--- config.mk ---
export PLATFORM = sky130hd
export DESIGN_NAME = orient_scan_gen_flat
export DESIGN_NICKNAME = d
export VERILOG_FILES = /design/src/rtl/orient_scan_gen_if.sv /design/src/rtl/orient_scan_gen.sv /design/src/flat_wrapper.sv
export SDC_FILE = /design/constraint.sdc
export NUM_CORES = 1
export LEC_CHECK = 0
export CORE_MARGIN = 8
export CORE_UTILIZATION = 45
export DETAILED_ROUTE_END_ITERATION = 10
export GPL_TIMING_DRIVEN = 0
export PLACE_DENSITY_LB_ADDON = 0.15
export SYNTH_ARGS = -nofsm -noshare
export SYNTH_HDL_FRONTEND = slang
export SYNTH_SLANG_ARGS = --single-unit
--- constraint.sdc ---
create_clock -name clk -period 2.4 [get_ports clk]
set_clock_uncertainty 0.2 [all_clocks]
set_input_delay 0.6 -clock clk [delete_from_list [all_inputs] [get_ports clk]]
set_output_delay 0.6 -clock clk [all_outputs]
set_load 0.005 [all_outputs]
--- src/rtl/orient_scan_gen_if.sv ---
// Interface bundling the scan-control inputs and address outputs of
// orient_scan_gen. The optional loop input exists only when SCAN_LOOP_EN is
// defined.
interface orient_scan_gen_if #(
    parameter int DIM_LOG2 = 5
);
    localparam int AW = 2 * DIM_LOG2;

    logic          start;
    logic [1:0]    mode;
    logic          clear;
    logic          advance;
`ifdef SCAN_LOOP_EN
    logic          loop;
`endif
    logic [AW-1:0] addr;
    logic          busy;
    logic          last;
    logic          done;

`ifdef SCAN_LOOP_EN
    // Orientation decoder / frame-buffer side.
    modport master (output start, mode, clear, advance, loop,
                    input  addr, busy, last, done);
    // Address generator side.
    modport slave  (input  start, mode, clear, advance, loop,
                    output addr, busy, last, done);
`else
    // Orientation decoder / frame-buffer side.
    modport master (output start, mode, clear, advance,
                    input  addr, busy, last, done);
    // Address generator side.
    modport slave  (input  start, mode, clear, advance,
                    output addr, busy, last, done);
`endif
endinterface

--- src/rtl/orient_scan_gen.sv ---
// orient_scan_gen: raster-address generator for a 2^DIM_LOG2 square grid.
// Emits one address per accepted step in one of four scan orders, selected
// at start. Optional macro SCAN_LOOP_EN adds a loop input that restarts the
// scan after the final address instead of terminating in DONE.
module orient_scan_gen #(
    parameter int DIM_LOG2 = 5
) (
    input  logic              clk,
    input  logic              reset,
    orient_scan_gen_if.slave  bus
);
    localparam int AW = 2 * DIM_LOG2;
    localparam logic [DIM_LOG2-1:0] IDX_ZERO = '0;
    localparam logic [DIM_LOG2-1:0] IDX_MAX  = '1;
    localparam logic [DIM_LOG2-1:0] IDX_ONE  = {{(DIM_LOG2-1){1'b0}}, 1'b1};

    typedef enum logic [1:0] {
        ST_IDLE = 2'd0,
        ST_BUSY = 2'd1,
        ST_DONE = 2'd2
    } state_t;

    state_t              state_r, state_nxt_s;
    logic [DIM_LOG2-1:0] row_r, row_nxt_s;
    logic [DIM_LOG2-1:0] col_r, col_nxt_s;
    logic [1:0]          mode_r, mode_nxt_s;
    logic                done_r, done_nxt_s;
    logic                at_final_s;
    logic                last_s;

    // First {row, col} position of each scan order.
    function automatic logic [AW-1:0] first_pos(input logic [1:0] m);
        case (m)
            2'd0:    first_pos = {IDX_ZERO, IDX_ZERO};
            2'd1:    first_pos = {IDX_MAX,  IDX_MAX};
            2'd2:    first_pos = {IDX_ZERO, IDX_MAX};
            2'd3:    first_pos = {IDX_ZERO, IDX_ZERO};
            default: first_pos = {IDX_ZERO, IDX_ZERO};
        endcase
    endfunction

    // Successor {row, col} for a non-final position of each scan order.
    function automatic logic [AW-1:0] next_pos(input logic [1:0] m,
                                               input logic [DIM_LOG2-1:0] r,
                                               input logic [DIM_LOG2-1:0] c);
        case (m)
            2'd0:    next_pos = (c == IDX_MAX)  ? {r + IDX_ONE, IDX_ZERO} : {r, c + IDX_ONE};
            2'd1:    next_pos = (c == IDX_ZERO) ? {r - IDX_ONE, IDX_MAX}  : {r, c - IDX_ONE};
            2'd2:    next_pos = (r == IDX_MAX)  ? {IDX_ZERO, c - IDX_ONE} : {r + IDX_ONE, c};
            2'd3:    next_pos = (r == IDX_MAX)  ? {IDX_ZERO, c + IDX_ONE} : {r + IDX_ONE, c};
            default: next_pos = {r, c};
        endcase
    endfunction

    // Detect the final position of the latched scan order.
    always_comb begin
        at_final_s = 1'b0;
        case (mode_r)
            2'd0:    at_final_s = (row_r == IDX_MAX)  && (col_r == IDX_MAX);
            2'd1:    at_final_s = (row_r == IDX_ZERO) && (col_r == IDX_ZERO);
            2'd2:    at_final_s = (row_r == IDX_MAX)  && (col_r == IDX_ZERO);
            2'd3:    at_final_s = (row_r == IDX_MAX)  && (col_r == IDX_MAX);
            default: at_final_s = 1'b0;
        endcase
        last_s = (state_r == ST_BUSY) && at_final_s;
    end

    // Next-state, position and done-pulse logic; clear overrides start/advance.
    always_comb begin
        state_nxt_s = state_r;
        row_nxt_s   = row_r;
        col_nxt_s   = col_r;
        mode_nxt_s  = mode_r;
        done_nxt_s  = 1'b0;
        if (bus.clear) begin
            state_nxt_s = ST_IDLE;
            row_nxt_s   = IDX_ZERO;
            col_nxt_s   = IDX_ZERO;
        end else begin
            case (state_r)
                ST_IDLE, ST_DONE: begin
                    if (bus.start) begin
                        state_nxt_s            = ST_BUSY;
                        mode_nxt_s             = bus.mode;
                        {row_nxt_s, col_nxt_s} = first_pos(bus.mode);
                    end else begin
                        state_nxt_s = state_r;
                    end
                end
                ST_BUSY: begin
                    if (bus.advance && last_s) begin
                        // The done pulse also marks a frame boundary when looping.
                        done_nxt_s = 1'b1;
`ifdef SCAN_LOOP_EN
                        if (bus.loop) begin
                            {row_nxt_s, col_nxt_s} = first_pos(mode_r);
                        end else begin
                            state_nxt_s = ST_DONE;
                        end
`else
                        state_nxt_s = ST_DONE;
`endif
                    end else if (bus.advance) begin
                        {row_nxt_s, col_nxt_s} = next_pos(mode_r, row_r, col_r);
                    end else begin
                        state_nxt_s = ST_BUSY;
                    end
                end
                default: begin
                    state_nxt_s = ST_IDLE;
                    row_nxt_s   = IDX_ZERO;
                    col_nxt_s   = IDX_ZERO;
                end
            endcase
        end
    end

    // State and datapath registers with synchronous reset.
    always_ff @(posedge clk) begin
        if (reset) begin
            state_r <= ST_IDLE;
            row_r   <= IDX_ZERO;
            col_r   <= IDX_ZERO;
            mode_r  <= 2'd0;
            done_r  <= 1'b0;
        end else begin
            state_r <= state_nxt_s;
            row_r   <= row_nxt_s;
            col_r   <= col_nxt_s;
            mode_r  <= mode_nxt_s;
            done_r  <= done_nxt_s;
        end
    end

    assign bus.addr = {row_r, col_r};
    assign bus.busy = (state_r == ST_BUSY);
    assign bus.last = last_s;
    assign bus.done = done_r;

endmodule

--- src/flat_wrapper.sv ---
// flat-port wrapper written by rule: the top's interface ports become plain ports
module orient_scan_gen_flat 
#(
    parameter int DIM_LOG2 = 5
)
  (clk, reset, bus_start, bus_mode, bus_clear, bus_advance, bus_addr, bus_busy, bus_last, bus_done);
  orient_scan_gen_if #(.DIM_LOG2(DIM_LOG2)) bus_i ();
  input  logic clk;
  input  logic reset;
  input wire logic [$bits(bus_i.start)-1:0] bus_start;
  input wire logic [$bits(bus_i.mode)-1:0] bus_mode;
  input wire logic [$bits(bus_i.clear)-1:0] bus_clear;
  input wire logic [$bits(bus_i.advance)-1:0] bus_advance;
  output wire logic [$bits(bus_i.addr)-1:0] bus_addr;
  output wire logic [$bits(bus_i.busy)-1:0] bus_busy;
  output wire logic [$bits(bus_i.last)-1:0] bus_last;
  output wire logic [$bits(bus_i.done)-1:0] bus_done;
  assign bus_i.start = bus_start;
  assign bus_i.mode = bus_mode;
  assign bus_i.clear = bus_clear;
  assign bus_i.advance = bus_advance;
  assign bus_addr = bus_i.addr;
  assign bus_busy = bus_i.busy;
  assign bus_last = bus_i.last;
  assign bus_done = bus_i.done;
  orient_scan_gen #(.DIM_LOG2(DIM_LOG2)) u_core (.clk(clk), .reset(reset), .bus(bus_i));
endmodule
**After elaboration in Yosys (flattened, before gate mapping)**

Cells that the tools add are included.

- Add/subtract/negate cells: 4
- Multiply operators: 0
- Divide/modulo/power cells: 0
- $lt $le $gt $ge: 0
- Eq/ne operators: 18
- Shifts and indexed selects: 0
- Mux-type cells: 20
- Bitwise operators: 2
- Reductions and logical operators: 19

Operators with widths:

| operator | count |
|---|---|
| $mux 10 | 4 |
| $pmux 10 s4 | 1 |
| $mux 5 | 6 |
| $pmux 10 s3 | 1 |
| $pmux 5 s2 | 2 |
| $ne 3x2->1 const B | 5 |
| $add 5x1->5 const B | 2 |
| $eq 2x2->1 const B | 5 |
| $eq 5x5->1 const B | 2 |
| $logic_not 5->1 | 2 |
| $reduce_and 5->1 | 2 |
| $sub 5x1->5 const B | 2 |
| $reduce_or 2->1 | 4 |
| $eq 2x1->1 const B | 3 |
| $logic_not 2->1 | 3 |
| $mux 2 | 3 |
| $ne 2x2->1 const B | 3 |
| $logic_and 1x1->1 | 5 |
| $pmux 2 s2 | 1 |
| $pmux 1 s3 | 1 |
| $reduce_and 3->1 | 1 |
| $reduce_or 3->1 | 1 |
| $not 1->1 | 2 |
| $reduce_and 2->1 | 1 |
| $mux 1 | 1 |

- Flip-flop bits (word level): 15
- Bits in latches: 0
- Bits in writable memories: 0
- ROM bits: 0
- Input bits: 7
- Output and inout bits: 13
- Logic and storage cells: 68
- Memories kept: 0

**Longest topological paths before layout**

Gate-level depths: netlist of the first run.

- Word-level depth: 7
- Gate-level depth with buffers: 8
- Gate-level depth less buffers: 8

**Worst setup path before layout of the first run**

No wires, ideal clock.

- Path type: reg-to-reg
- From: reg u_core.col_r[0]
- To: reg u_core.row_r[3]
- Setup time: 119 ps
- Data arrival time: 2292 ps
- Data required time: 2081 ps
- Slack: -211 ps
- Cell stages (with the launch flop): 9
- Path buffers: 0
- Period minus slack after synthesis: 2611 ps
- Cell sequence: dfxtp_1 > ha_1 > and3_2 > ha_1 > nor2_1 > a2111oi_4 > o211a_1 > or3_2 > o221a_2

- Word-level cells in the longest chain between the ends: 7
- Elaborated cells between the ends (all ways): 12
- Classes of those cells: eq/ne (4); mux (1); reduce/logical (7)

Ends and longest elaborated chain:

| what | RTL line | text |
|---|---|---|
| start: declaration | orient_scan_gen.sv:25 | `logic [DIM_LOG2-1:0] col_r, col_nxt_s;` |
| start signal: assignment | orient_scan_gen.sv:129 | `col_r <= col_nxt_s;` |
| $eq 5x5->1 or $logic_not 5->1 (tied branches) | n/a |  |
| $logic_and 1x1->1 (on tied branches) | n/a |  |
| $pmux 1 s3 | orient_scan_gen.sv:58 | `case (mode_r)` |
| $logic_and 1x1->1 | orient_scan_gen.sv:65 | `last_s = (state_r == ST_BUSY) && at_final_s;` |
| $logic_and 1x1->1 | orient_scan_gen.sv:91 | `if (bus.advance && last_s) begin` |
| $ne 2x2->1 (no source line) | n/a |  |
| $reduce_and 5->1 (no source line) (*) | n/a |  |
| end signal: assignment | orient_scan_gen.sv:128 | `row_r <= row_nxt_s;` |
| end: declaration | orient_scan_gen.sv:24 | `logic [DIM_LOG2-1:0] row_r, row_nxt_s;` |

Mark *: on every way between the ends. The rest lies on a longest branch, timed or not.
A chain may end at the register's enable or synchronous reset.

**Final worst setup path of the first run**

- From: reg u_core.col_r[0]
- To: out bus_last

- Word-level cells in the longest chain between the ends: 4
- Elaborated cells between the ends (all ways): 7
- Classes of those cells: eq/ne (1); mux (1); reduce/logical (5)

Ends and longest elaborated chain:

| what | RTL line | text |
|---|---|---|
| $eq 5x5->1 or $logic_not 5->1 (tied branches) | n/a |  |
| $logic_and 1x1->1 (on tied branches) | n/a |  |
| $pmux 1 s3 (*) | orient_scan_gen.sv:58 |  |
| $logic_and 1x1->1 (*) | orient_scan_gen.sv:65 |  |
| end: declaration | flat_wrapper.sv:16 | `output wire logic [$bits(bus_i.last)-1:0] bus_last;` |

Marked as above.

==> impl_metrics.py, run 1 <==
metrics = {
    "setup_path": {
        "arrival_ns": 1.97,
        "end_kind": "primary output",
        "r2r_slack_ns": -0.12,
        "path_class": "reg -> out",
        "cp.required_ns": 1.60,
        "startpoint_type": "register",
        "slowest_delay_ns": 0.49,
        "cp_slowest_cell": "or4b_4",
        "cp_cell_sequence": "inv_4 > ha_4 > or4b_4 > a2111oi_4 > nor2_1 > nor2_1 > buf_2",
        "cp_common_cell": "nor2_1",
        "crit_fanout": 3,
    },
    "cts": {
        "htree_levels": 1,
        "clk_pin_slew_ns": 0.09,
        "clock_path_buffers": 2,
        "clkLatencyLatePin_ns": 0.30,
        "clkSinkCount": 15,
        "postCtsHoldBufs": 0,
        "cts_tree": "yes",
        "clockRootBuffer": "clkbuf_4",
        "numCtsBuffers": 3,
    },
    "layout": {
        "nets": 210,
        "drive_above_1_share": 0.309,
        "fin_util": 0.646,
        "area_growth_pct": 36.7,
        "final_cell_area_um2": 1770,
        "final_common_cell": "clkdlybuf4s50_1",
        "nFillCells": 226,
        "antenna_cells": 0,
        "regArea_um2": 315,
        "final_cell_mix": "clkdlybuf4s50_1 (18), nor2_1 (15), a21oi_1 (12)",
        "multi_input_area_um2": 1040,
    },
    "timing": {
        "worstMarginPinSlew_ns": 0.649,
        "hold_viol": 0,
        "slew_headroom": 0.566,
        "fmax_mhz": 362,
        "holdWs_ns": 0.257,
        "fin_crit_sh": 1.15,
        "min_period_ns": 2.77,
        "fin_tns_setup_ns": -0.802,
        "slew_viol_final": 0,
        "fin_ws_ns": -0.366,
        "setup_viol": 9,
        "rsz0062_at_grt": "true",
    },
    "drt": {
        "postRouteAntennaNets": 0,
        "vias": 1333,
        "via_per_inst": 6.09,
        "routed_wl_um": 3630,
        "routedWlPerCell_um": 16.6,
        "first_iter_violations": 69,
        "drc_errors": 0,
        "drtPass1Iterations": 5,
    },
    "logic_synthesis": {
        "ys_seq_area_frac": 0.233,
        "async_reset_ff_frac": 0,
        "synthSimpleGateAreaFrac": 0.222,
        "yosysWarnings": 0,
        "synthesis.nets": 176,
        "yosys.area_share.xor_xnor": 0.0610,
        "ys_ff_latch": 15,
        "syn_area_um2": 1290,
        "synth_fa_ha_area_frac": 0.136,
        "ys_types": 43,
        "synth_top_family_by_area": "compound AO/OA/AOI/OAI gates",
        "muxShareOfSynthArea": 0,
        "synth_edf_count": 0,
        "synth_compound_area_frac": 0.297,
        "netlist_instances": 155,
        "synth_area_per_cell_um2": 8.33,
        "yosys_most_used_dff": "dfxtp_1",
    },
    "power_and_ir_drop": {
        "seq_power_share": 0.423,
        "p_clk_frac": 0.244,
        "swShare": 0.341,
        "p_int_w": 0.000428,
        "p_leak_nw": 0.689,
        "power_density_nw_per_um2": 368,
        "pwr-share-comb": 0.333,
        "ir_worst_vdd_v": 0.000338,
        "p_switching_w": 0.000222,
    },
    "floorplan": {
        "start_util": 0.472,
        "pin_count": 20,
        "die_w_um": 69.6,
        "design.core.area_um2": 2730,
        "chipHeight_um": 69.6,
        "die_area_um2": 4840,
        "num_rows": 19,
    },
    "flow_run": {
        "max_cap_violations": 0,
    },
    "run_status": {
        "violations": "setup timing",
        "status": "complete, but fails checks",
    },
    "hold_path": {
        "hold_path_class": "reg -> reg",
    },
    "placement": {
        "port-buffer-count": 19,
        "gp_congestion": 0.839,
        "hpwl_um": 2410,
        "dpl_cell_area_um2": 1530,
    },
    "grt": {
        "grt_max_degree": 11,
        "grtUsageTotal": 0.140,
        "grt_pass1_vias": 1233,
        "overflow": 0,
        "antenna_found_initial": 0,
        "grt_first_pass_wirelength_um": 5740,
    },
}
[cells by family (layout without fill, tap and decap cells)]
family,count (synthesis),count (layout)
XOR/XNOR,9,9
buffers and inverters,15,48
AO/OA/AOI/OAI,48,48
flip-flops,15,15
adder cells (fa/ha/maj),14,14
AND/OR/NAND/NOR,54,54
[cell usage after synthesis, drive strengths merged (2+ instances only)]
library cell	instances	area (µm²)
nor3b	3	22.5
inv	9	33.8
o21ai	4	20.0
a21oi	14	70.1
nor2b	3	18.8
xnor2	5	43.8
ha	14	175
nand3	3	15.0
nand2	9	36.3
and3	2	13.8
a211oi	5	37.5
o31ai	2	15.0
xor2	4	35.0
nor3	6	30.0
dfxtp	15	300
o21a	2	15.0
nand3b	2	15.0
nand2b	3	18.8
buf	4	26.3
o211a	2	20.0
o221a	9	101
nor2	17	63.8
[worst paths after layout]
| path | endpoint | depth (start not counted) | from |
|---|---|---|---|
| worst max-delay path | bus_last | 7 | u_core.col_r[0]$_SDFFE_PP0P_ |
| worst min-delay path | u_core.state_r[1]$_SDFFE_PP0P_ | 2 | u_core.state_r[1]$_SDFFE_PP0P_ |
| worst max register to register | u_core.row_r[3]$_SDFFE_PP0P_ | 9 | u_core.col_r[0]$_SDFFE_PP0P_ |
| worst min register to register | u_core.state_r[1]$_SDFFE_PP0P_ | 2 | u_core.state_r[1]$_SDFFE_PP0P_ |
[metal layers]
metal,global-route usage,part of all wire,up-vias
met1,0.170,0.44,638
li1,-,-,641
met2,0.222,0.48,48
met4,0.0342,0.0074,0
met3,0.0587,0.066,6
met5,0,0,-
[power by group through the flow]
| stage | clock network [W] | logic [W] | registers [W] |
|---|---|---|---|
| after floorplan | 0 | 0.000124 | 0.000279 |
| after global placement | 0 | 0.000182 | 0.000280 |
| after detailed placement | 0 | 0.000184 | 0.000280 |
| after CTS | 0.000161 | 0.000197 | 0.000274 |
| after global routing | 0.000177 | 0.000235 | 0.000277 |
| final | 0.000158 | 0.000216 | 0.000275 |
[per-stage QoR]
step	setup WS, ns	instances	power [W]
4_1_cts	-0.450	215	0.000632
2_1_floorplan	-0.0118	155	0.000402
3_5_place_dp	-0.659	205	0.000465
5_1_grt	-0.478	219	0.000689
6_report	-0.366	219	0.000649
3_3_place_gp	-0.657	205	0.000462
[what timing repair did]
action | CTS | global route
gates resized for setup | 18 | 22
setup buffers | 6 | 4
pin swaps | 6 | 7
setup endpoints to repair | 13 | 15
[state kept, by name, summed over array words and instances, names as in the netlist]
signal and flops:
u_core.mode_r 2, u_core.state_r 2, u_core.bus.done 1, u_core.row_r 5, u_core.col_r 5
[cell type report]
cell class                 instances  share of cell area
multi-input combinational        125               0.590
sequential                        15               0.179
tap                               31              0.0220
buffer                             5              0.0184
inverter                          10              0.0262
timing repair buffer              29               0.150
clock buffer                       4              0.0149
[worst max-delay path: cells and delay by family, from the launching register on]
kind | cells | cell delay [ns]
flip-flops | 1 | 0.37
AND/OR/NAND/NOR | 3 | 0.67
adder cells (fa/ha/maj) | 1 | 0.12
AO/OA/AOI/OAI | 1 | 0.33
buffers and inverters | 2 | 0.18
Note: power is estimated with default switching activity, not from simulation.
==> run 2: changes to the inputs <==
--- a/config.mk
+++ b/config.mk
@@ -5,11 +5,13 @@
 export SDC_FILE = /design/constraint.sdc
 export NUM_CORES = 1
 export LEC_CHECK = 0
+export ABC_AREA = 1
 export CORE_MARGIN = 8
 export CORE_UTILIZATION = 45
 export DETAILED_ROUTE_END_ITERATION = 10
 export GPL_TIMING_DRIVEN = 0
 export PLACE_DENSITY_LB_ADDON = 0.15
+export SETUP_SLACK_MARGIN = 0.02
 export SYNTH_ARGS = -nofsm -noshare
 export SYNTH_HDL_FRONTEND = slang
 export SYNTH_SLANG_ARGS = --single-unit
==> run 2 against run 1 <==
The run still ends with setup timing left. Global-route usage is 0.69 points higher. Combinational power is 26% higher. Register-to-register slack better by 0.35 ns. Die area rose by 13%. Largest cell class unchanged.
==> impl_metrics.py, run 2 <==
metrics = {
    "placement": {
        "gp_congestion": 0.905,
        "placed_cells": 295,
        "hpwl_um": 2750,
        "port-buffer-count": 19,
    },
    "floorplan": {
        "design.core.area_um2": 3280,
        "start_util": 0.459,
        "die_area_um2": 5460,
        "num_rows": 21,
        "die_w_um": 73.9,
        "chipHeight_um": 73.9,
        "pin_count": 20,
    },
    "power_and_ir_drop": {
        "p_leak_nw": 0.918,
        "ir_worst_vdd_v": 0.000193,
        "power_density_nw_per_um2": 364,
    },
    "logic_synthesis": {
        "netlist_instances": 230,
        "synth_area_leaders": "dfxtp_1 (20%), nand2_1 (18%), ha_1 (12%), nor2_1 (7.5%), inv_1 (5.7%)",
        "yosysMostFrequentCell": "nand2_1",
        "ys_seq_area_frac": 0.199,
        "synth_largest_area_cell": "dfxtp_1",
        "ys_ff_latch": 15,
        "synthesis.nets": 251,
        "yosys_most_used_dff": "dfxtp_1",
        "yosys.area.top_type_share": 0.199,
        "yosysWarnings": 0,
        "netlist_top_cells_count": "nand2_1 (71), nor2_1 (30), inv_1 (23)",
        "synth_edf_count": 0,
        "ys_types": 27,
        "syn_area_um2": 1510,
        "async_reset_ff_frac": 0,
        "synth_area_per_cell_um2": 6.56,
    },
    "setup_path": {
        "rr_worst_depth": 12,
        "end_kind": "primary output",
        "arrival_ns": 1.65,
        "cp_slowest_cell": "dfxtp_4",
        "slowest_delay_ns": 0.39,
        "cp.required_ns": 1.60,
        "cp_cell_sequence": "ha_4 > nand2_1 > nor2_1 > ha_2 > o21a_1 > nand2_1 > nand2_2 > nand2_2 > nor2_2 > buf_2",
        "reg2reg_to": "u_core.row_r[1]$_SDFFE_PP0P_",
        "crit_fanout": 4,
        "path_class": "reg -> out",
        "critPathBufInv": 1,
        "cp_top_family": "simple AND/OR/NAND/NOR gates",
        "startpoint_type": "register",
        "r2r_slack_ns": 0.23,
        "r2r_start": "u_core.mode_r[0]$_SDFFE_PP0P_",
    },
    "drt": {
        "first_iter_violations": 80,
        "routedWlPerCell_um": 11.7,
        "vias": 1526,
        "postRouteAntennaNets": 0,
        "routed_wl_um": 3600,
        "drc_errors": 0,
        "drtPass1Iterations": 4,
        "via_per_inst": 4.97,
    },
    "hold_path": {
        "hold_path_class": "reg -> reg",
        "min_delay_path_depth": 2,
        "whs_endpoint": "u_core.state_r[1]$_SDFFE_PP0P_",
        "min-delay-start": "u_core.state_r[1]$_SDFFE_PP0P_",
    },
    "timing": {
        "fin_tns_setup_ns": -0.0489,
        "slew_headroom": 0.774,
        "min_period_ns": 2.45,
        "fmax_mhz": 408,
        "holdWs_ns": 0.355,
        "worstMarginPinSlew_ns": 0.339,
        "hold_viol": 0,
        "slew_viol_final": 0,
        "setup_viol": 1,
        "rsz0062_at_grt": "true",
        "fin_crit_sh": 1.02,
        "fin_ws_ns": -0.0489,
    },
    "cts": {
        "clkSinkCount": 15,
        "postCtsHoldBufs": 0,
        "clock_path_buffers": 2,
        "clkLatencyLatePin_ns": 0.29,
        "clockRootBuffer": "clkbuf_4",
        "cts_tree": "yes",
        "clk_pin_slew_ns": 0.09,
        "htree_levels": 1,
        "numCtsBuffers": 3,
    },
    "grt": {
        "grtUsageTotal": 0.147,
        "grt_first_pass_wirelength_um": 6410,
        "grt_max_degree": 11,
        "antenna_found_initial": 0,
        "grt_pass1_vias": 1499,
        "overflow": 0,
    },
    "layout": {
        "instances_no_fill": 307,
        "nFillCells": 318,
        "area_growth_pct": 27.3,
        "regArea_um2": 313,
        "final_cell_mix": "nand2_1 (69), nor2_1 (28), inv_1 (21)",
        "antenna_cells": 0,
        "final_common_cell": "nand2_1",
        "nets": 283,
        "drive_above_1_share": 0.230,
        "multi_input_area_um2": 1130,
        "reg.largest.list": "u_core.col_r x5, u_core.row_r x5",
    },
    "run_status": {
        "status": "complete, but fails checks",
        "violations": "setup timing",
    },
    "flow_run": {
        "max_cap_violations": 0,
    },
}
## run 2: changes by cell type in the layout (fill, tap and decap cells not counted), sizes merged, moves of 6 or more
cell   before  now
nand3       3   18
nor3        6    0
inv         9   29
o21ai       4   10
nor2       17   37
o221a       9    0
nand2       9   75
a21oi      14    7
## run 2: per-stage QoR
stage | total power, W | setup slack [ns] | cell area (µm²) | utilization
final | 0.000700 | -0.0489 | 1920 | 0.585
after global routing | 0.000761 | -0.180 | 1920 | 0.585
after global placement | 0.000536 | -0.387 | 1760 | 0.535
after floorplan | 0.000466 | 0.261 | 1510 | -
after CTS | 0.000707 | -0.0896 | 1910 | 0.582
after detailed placement | 0.000538 | -0.382 | 1760 | 0.535
## run 2: final cells by class
type                    instances  share of cell area
well taps                      46              0.0300
multi-input cells             181               0.590
flip-flops and latches         15               0.163
repair buffers                 27               0.128
clock buffers                   4              0.0137
plain buffers                   5              0.0195
inverters                      29              0.0567
## run 2: timing repair
item	CTS	global route
setup endpoints to repair	1	1
gates resized for setup	29	1
pin swaps	5	2
setup buffers	7	1
hold endpoints to repair	0	0
## run 2: how the worst max path moves through the flow
stage                                 start  endpoint  slack, ns  cells past startpoint
4_1_cts        u_core.col_r[0]$_SDFFE_PP0P_  bus_last      -0.09                     10
3_5_place_dp   u_core.col_r[0]$_SDFFE_PP0P_  bus_last      -0.38                     10
5_1_grt        u_core.col_r[0]$_SDFFE_PP0P_  bus_last      -0.18                     10
2_1_floorplan  u_core.row_r[0]$_SDFFE_PP0P_  bus_last       0.26                      9
6_report       u_core.col_r[0]$_SDFFE_PP0P_  bus_last      -0.05                     10
3_3_place_gp   u_core.row_r[0]$_SDFFE_PP0P_  bus_last      -0.39                     10
## run 2: logic make-up after synthesis
| family | after synthesis | synth area share |
|---|---|---|
| adder cells (fa/ha/maj) | 14 | 0.116 |
| AND/OR/NAND/NOR | 136 | 0.456 |
| flip-flops | 15 | 0.199 |
| buffers and inverters | 34 | 0.0970 |
| AO/OA/AOI/OAI | 22 | 0.0796 |
| XOR/XNOR | 9 | 0.0522 |
## run 2: report_power, final
group | total (W) | switching [W] | internal [W]
sequential | 0.000278 | 0.0000166 | 0.000261
combinational | 0.000272 | 0.000156 | 0.000116
clock | 0.000150 | 0.0000854 | 0.0000647
## run 2: routing by layer
metal | share of wire | routed length (µm) | vias up | global-route usage
li1 | - | - | 782 | -
met1 | 0.46 | 1640 | 683 | 0.185
met4 | 0.031 | 110 | 0 | 0.0776
met5 | 0 | 0 | - | 0
met2 | 0.46 | 1670 | 50 | 0.235
met3 | 0.050 | 180 | 11 | 0.0218
## run 2: worst min-delay path: cells and delay by family (launching register included)
kind	cells	cell delay, ns
DFF	1	0.37
and+or+nand+nor	1	0.09
AOI/OAI and AO/OA	1	0.05
==> run 3: changes to the inputs <==
--- a/config.mk
+++ b/config.mk
@@ -5,7 +5,6 @@
 export SDC_FILE = /design/constraint.sdc
 export NUM_CORES = 1
 export LEC_CHECK = 0
-export ABC_AREA = 1
 export CORE_MARGIN = 8
 export CORE_UTILIZATION = 45
 export DETAILED_ROUTE_END_ITERATION = 10
==> constraint.sdc (replaced) <==
create_clock -name clk -period 2.4 [get_ports clk]
set_clock_uncertainty 0.2 [all_clocks]
set_input_delay 0.72 -clock clk [delete_from_list [all_inputs] [get_ports clk]]
set_output_delay 0.72 -clock clk [all_outputs]
set_load 0.005 [all_outputs]
==> run 3 against run 2 <==
The flow still finishes with violations (setup timing). Routed wire length grew 4.8%. Global-route usage shrank 0.062 points. Setup slack lost 0.42 ns. Via count shrank 12%. Sequential power is essentially flat. Cell count shrank 28%. Register-to-register slack lost 0.39 ns.
==> impl_metrics.py, run 3 (same netlist as run 1, synthesis figures left out) <==
metrics = {
    "drt": {
        "via_per_inst": 6.03,
        "postRouteAntennaNets": 0,
        "first_iter_violations": 88,
        "drc_errors": 0,
        "vias": 1338,
        "drtPass1Iterations": 4,
        "routed_wl_um": 3780,
        "routedWlPerCell_um": 17.0,
    },
    "layout": {
        "instances_no_fill": 222,
        "final_cell_mix": "nor2_1 (15), clkdlybuf4s50_1 (15), a21oi_1 (11)",
        "antenna_cells": 0,
        "reg.largest.list": "u_core.col_r x5, u_core.row_r x5",
        "drive_above_1_share": 0.335,
        "nFillCells": 213,
        "area_growth_pct": 44.6,
        "nets": 213,
    },
    "setup_path": {
        "cp.required_ns": 1.48,
        "r2r_start": "u_core.col_r[1]$_SDFFE_PP0P_",
        "path_class": "reg -> out",
        "r2r_slack_ns": -0.16,
        "reg2reg_to": "u_core.row_r[3]$_SDFFE_PP0P_",
        "end_kind": "primary output",
        "startpoint_type": "register",
        "arrival_ns": 1.94,
        "crit_fanout": 9,
        "rr_worst_depth": 10,
    },
    "timing": {
        "fin_ws_ns": -0.464,
        "rsz0062_at_grt": "true",
        "fmax_mhz": 349,
        "slew_headroom": 0.482,
        "min_period_ns": 2.86,
        "setup_viol": 14,
        "worstMarginPinSlew_ns": 0.774,
        "hold_viol": 0,
        "slew_viol_final": 0,
        "fin_crit_sh": 1.19,
    },
    "cts": {
        "cts_tree": "yes",
        "clockRootBuffer": "clkbuf_4",
        "htree_levels": 1,
        "numCtsBuffers": 3,
        "clock_path_buffers": 2,
        "postCtsHoldBufs": 0,
        "clkLatencyLatePin_ns": 0.30,
        "clk_pin_slew_ns": 0.10,
        "clkSinkCount": 15,
    },
    "hold_path": {
        "whs_endpoint": "u_core.state_r[1]$_SDFFE_PP0P_",
        "hold_path_class": "reg -> reg",
        "min_delay_path_depth": 2,
        "min-delay-start": "u_core.state_r[1]$_SDFFE_PP0P_",
    },
    "floorplan": {
        "start_util": 0.472,
        "die_area_um2": 4840,
        "pin_count": 20,
        "chipHeight_um": 69.6,
        "die_w_um": 69.6,
        "num_rows": 19,
        "design.core.area_um2": 2730,
    },
    "power_and_ir_drop": {
        "pwr-share-comb": 0.346,
        "total_power_w": 0.000661,
        "p_leak_nw": 0.778,
        "p_int_w": 0.000432,
        "seq_power_share": 0.416,
        "p_switching_w": 0.000229,
        "ir_worst_vdd_v": 0.000339,
        "p_clk_frac": 0.239,
        "swShare": 0.347,
        "power_density_nw_per_um2": 354,
    },
    "placement": {
        "placed_cells": 205,
        "port-buffer-count": 19,
        "hpwl_um": 2500,
        "gp_congestion": 0.855,
    },
    "flow_run": {
        "max_cap_violations": 0,
    },
    "grt": {
        "grtUsageTotal": 0.147,
        "antenna_found_initial": 0,
        "grt_pass1_vias": 1336,
        "grt_max_degree": 11,
        "overflow": 0,
        "grt_first_pass_wirelength_um": 6010,
    },
    "run_status": {
        "status": "complete, but fails checks",
        "violations": "setup timing",
    },
}
run 3: changes by cell type in the layout (fill, tap and decap cells not counted), sizes merged, moves of 4 or more:
cell,before,now
a21oi,7,14
buf,14,18
inv,29,10
nand2,75,9
nand3,18,3
nor2,37,17
nor3,0,6
o21ai,10,4
o221a,0,9
run 3: power groups by stage:
stage	Sequential, W	Clock (W)	Combinational (W)
detailed placement	0.000281	0	0.000188
finish	0.000275	0.000158	0.000228
global route	0.000277	0.000171	0.000248
global placement	0.000280	0	0.000184
floorplan	0.000279	0	0.000125
CTS	0.000274	0.000159	0.000213
run 3: worst max-delay path by stage:
stage | startpoint | endpoint | slack, ns | cells past startpoint
2_1_floorplan | u_core.col_r[0]$_SDFFE_PP0P_ | bus_last | -0.04 | 6
3_3_place_gp | u_core.row_r[0]$_SDFFE_PP0P_ | bus_last | -0.66 | 8
3_5_place_dp | u_core.row_r[0]$_SDFFE_PP0P_ | bus_last | -0.68 | 8
4_1_cts | u_core.col_r[1]$_SDFFE_PP0P_ | bus_last | -0.52 | 7
5_1_grt | u_core.col_r[1]$_SDFFE_PP0P_ | bus_last | -0.54 | 7
6_report | u_core.col_r[2]$_SDFFE_PP0P_ | bus_last | -0.46 | 6
run 3: critical path, cell delays in order, from the launching register on:
cell       delay [ns]
dfxtp_1          0.34
buf_6            0.14
or4b_4           0.56
a2111oi_4        0.33
nor2_1           0.07
nor2_1           0.09
buf_2            0.12
run 3: stage by stage:
step	setup WS, ns	util	setup TNS [ns]	hold WS, ns	instance area (µm²)
finish	-0.464	0.683	-1.40	0.279	1870
global route	-0.539	0.683	-2.36	0.307	1870
CTS	-0.516	0.644	-1.44	0.260	1760
detailed placement	-0.680	0.568	-2.48	0.246	1550
global placement	-0.660	0.568	-2.07	0.242	1550
floorplan	-0.0428	-	-0.0617	0.229	1320
run 3: per-layer routing:
| metal | up-vias | global-route usage | wire, µm | share of wire |
|---|---|---|---|---|
| met5 | - | 0 | 0 | 0 |
| met1 | 645 | 0.177 | 1620 | 0.43 |
| met4 | 0 | 0.0524 | 39 | 0.010 |
| met3 | 7 | 0.0486 | 220 | 0.058 |
| met2 | 39 | 0.235 | 1900 | 0.50 |
| li1 | 647 | - | - | - |
run 3: final cells by class:
| cell class | count | area, µm² | share of cell area |
|---|---|---|---|
| buffer | 5 | 32.5 | 0.0174 |
| clock buffer | 3 | 22.5 | 0.0121 |
| clock inverter | 1 | 5.00 | 0.00268 |
| inverter | 10 | 45.0 | 0.0241 |
| multi-input combinational | 125 | 1090 | 0.586 |
| sequential | 15 | 314 | 0.168 |
| tap | 31 | 38.8 | 0.0208 |
| timing repair buffer | 32 | 314 | 0.168 |
run 3: timing repair:
action | 4_1_cts | 5_1_grt
pin swaps | 9 | 8
gates resized for setup | 24 | 19
endpoints found under the setup margin | 12 | 17
setup buffers | 11 | 2
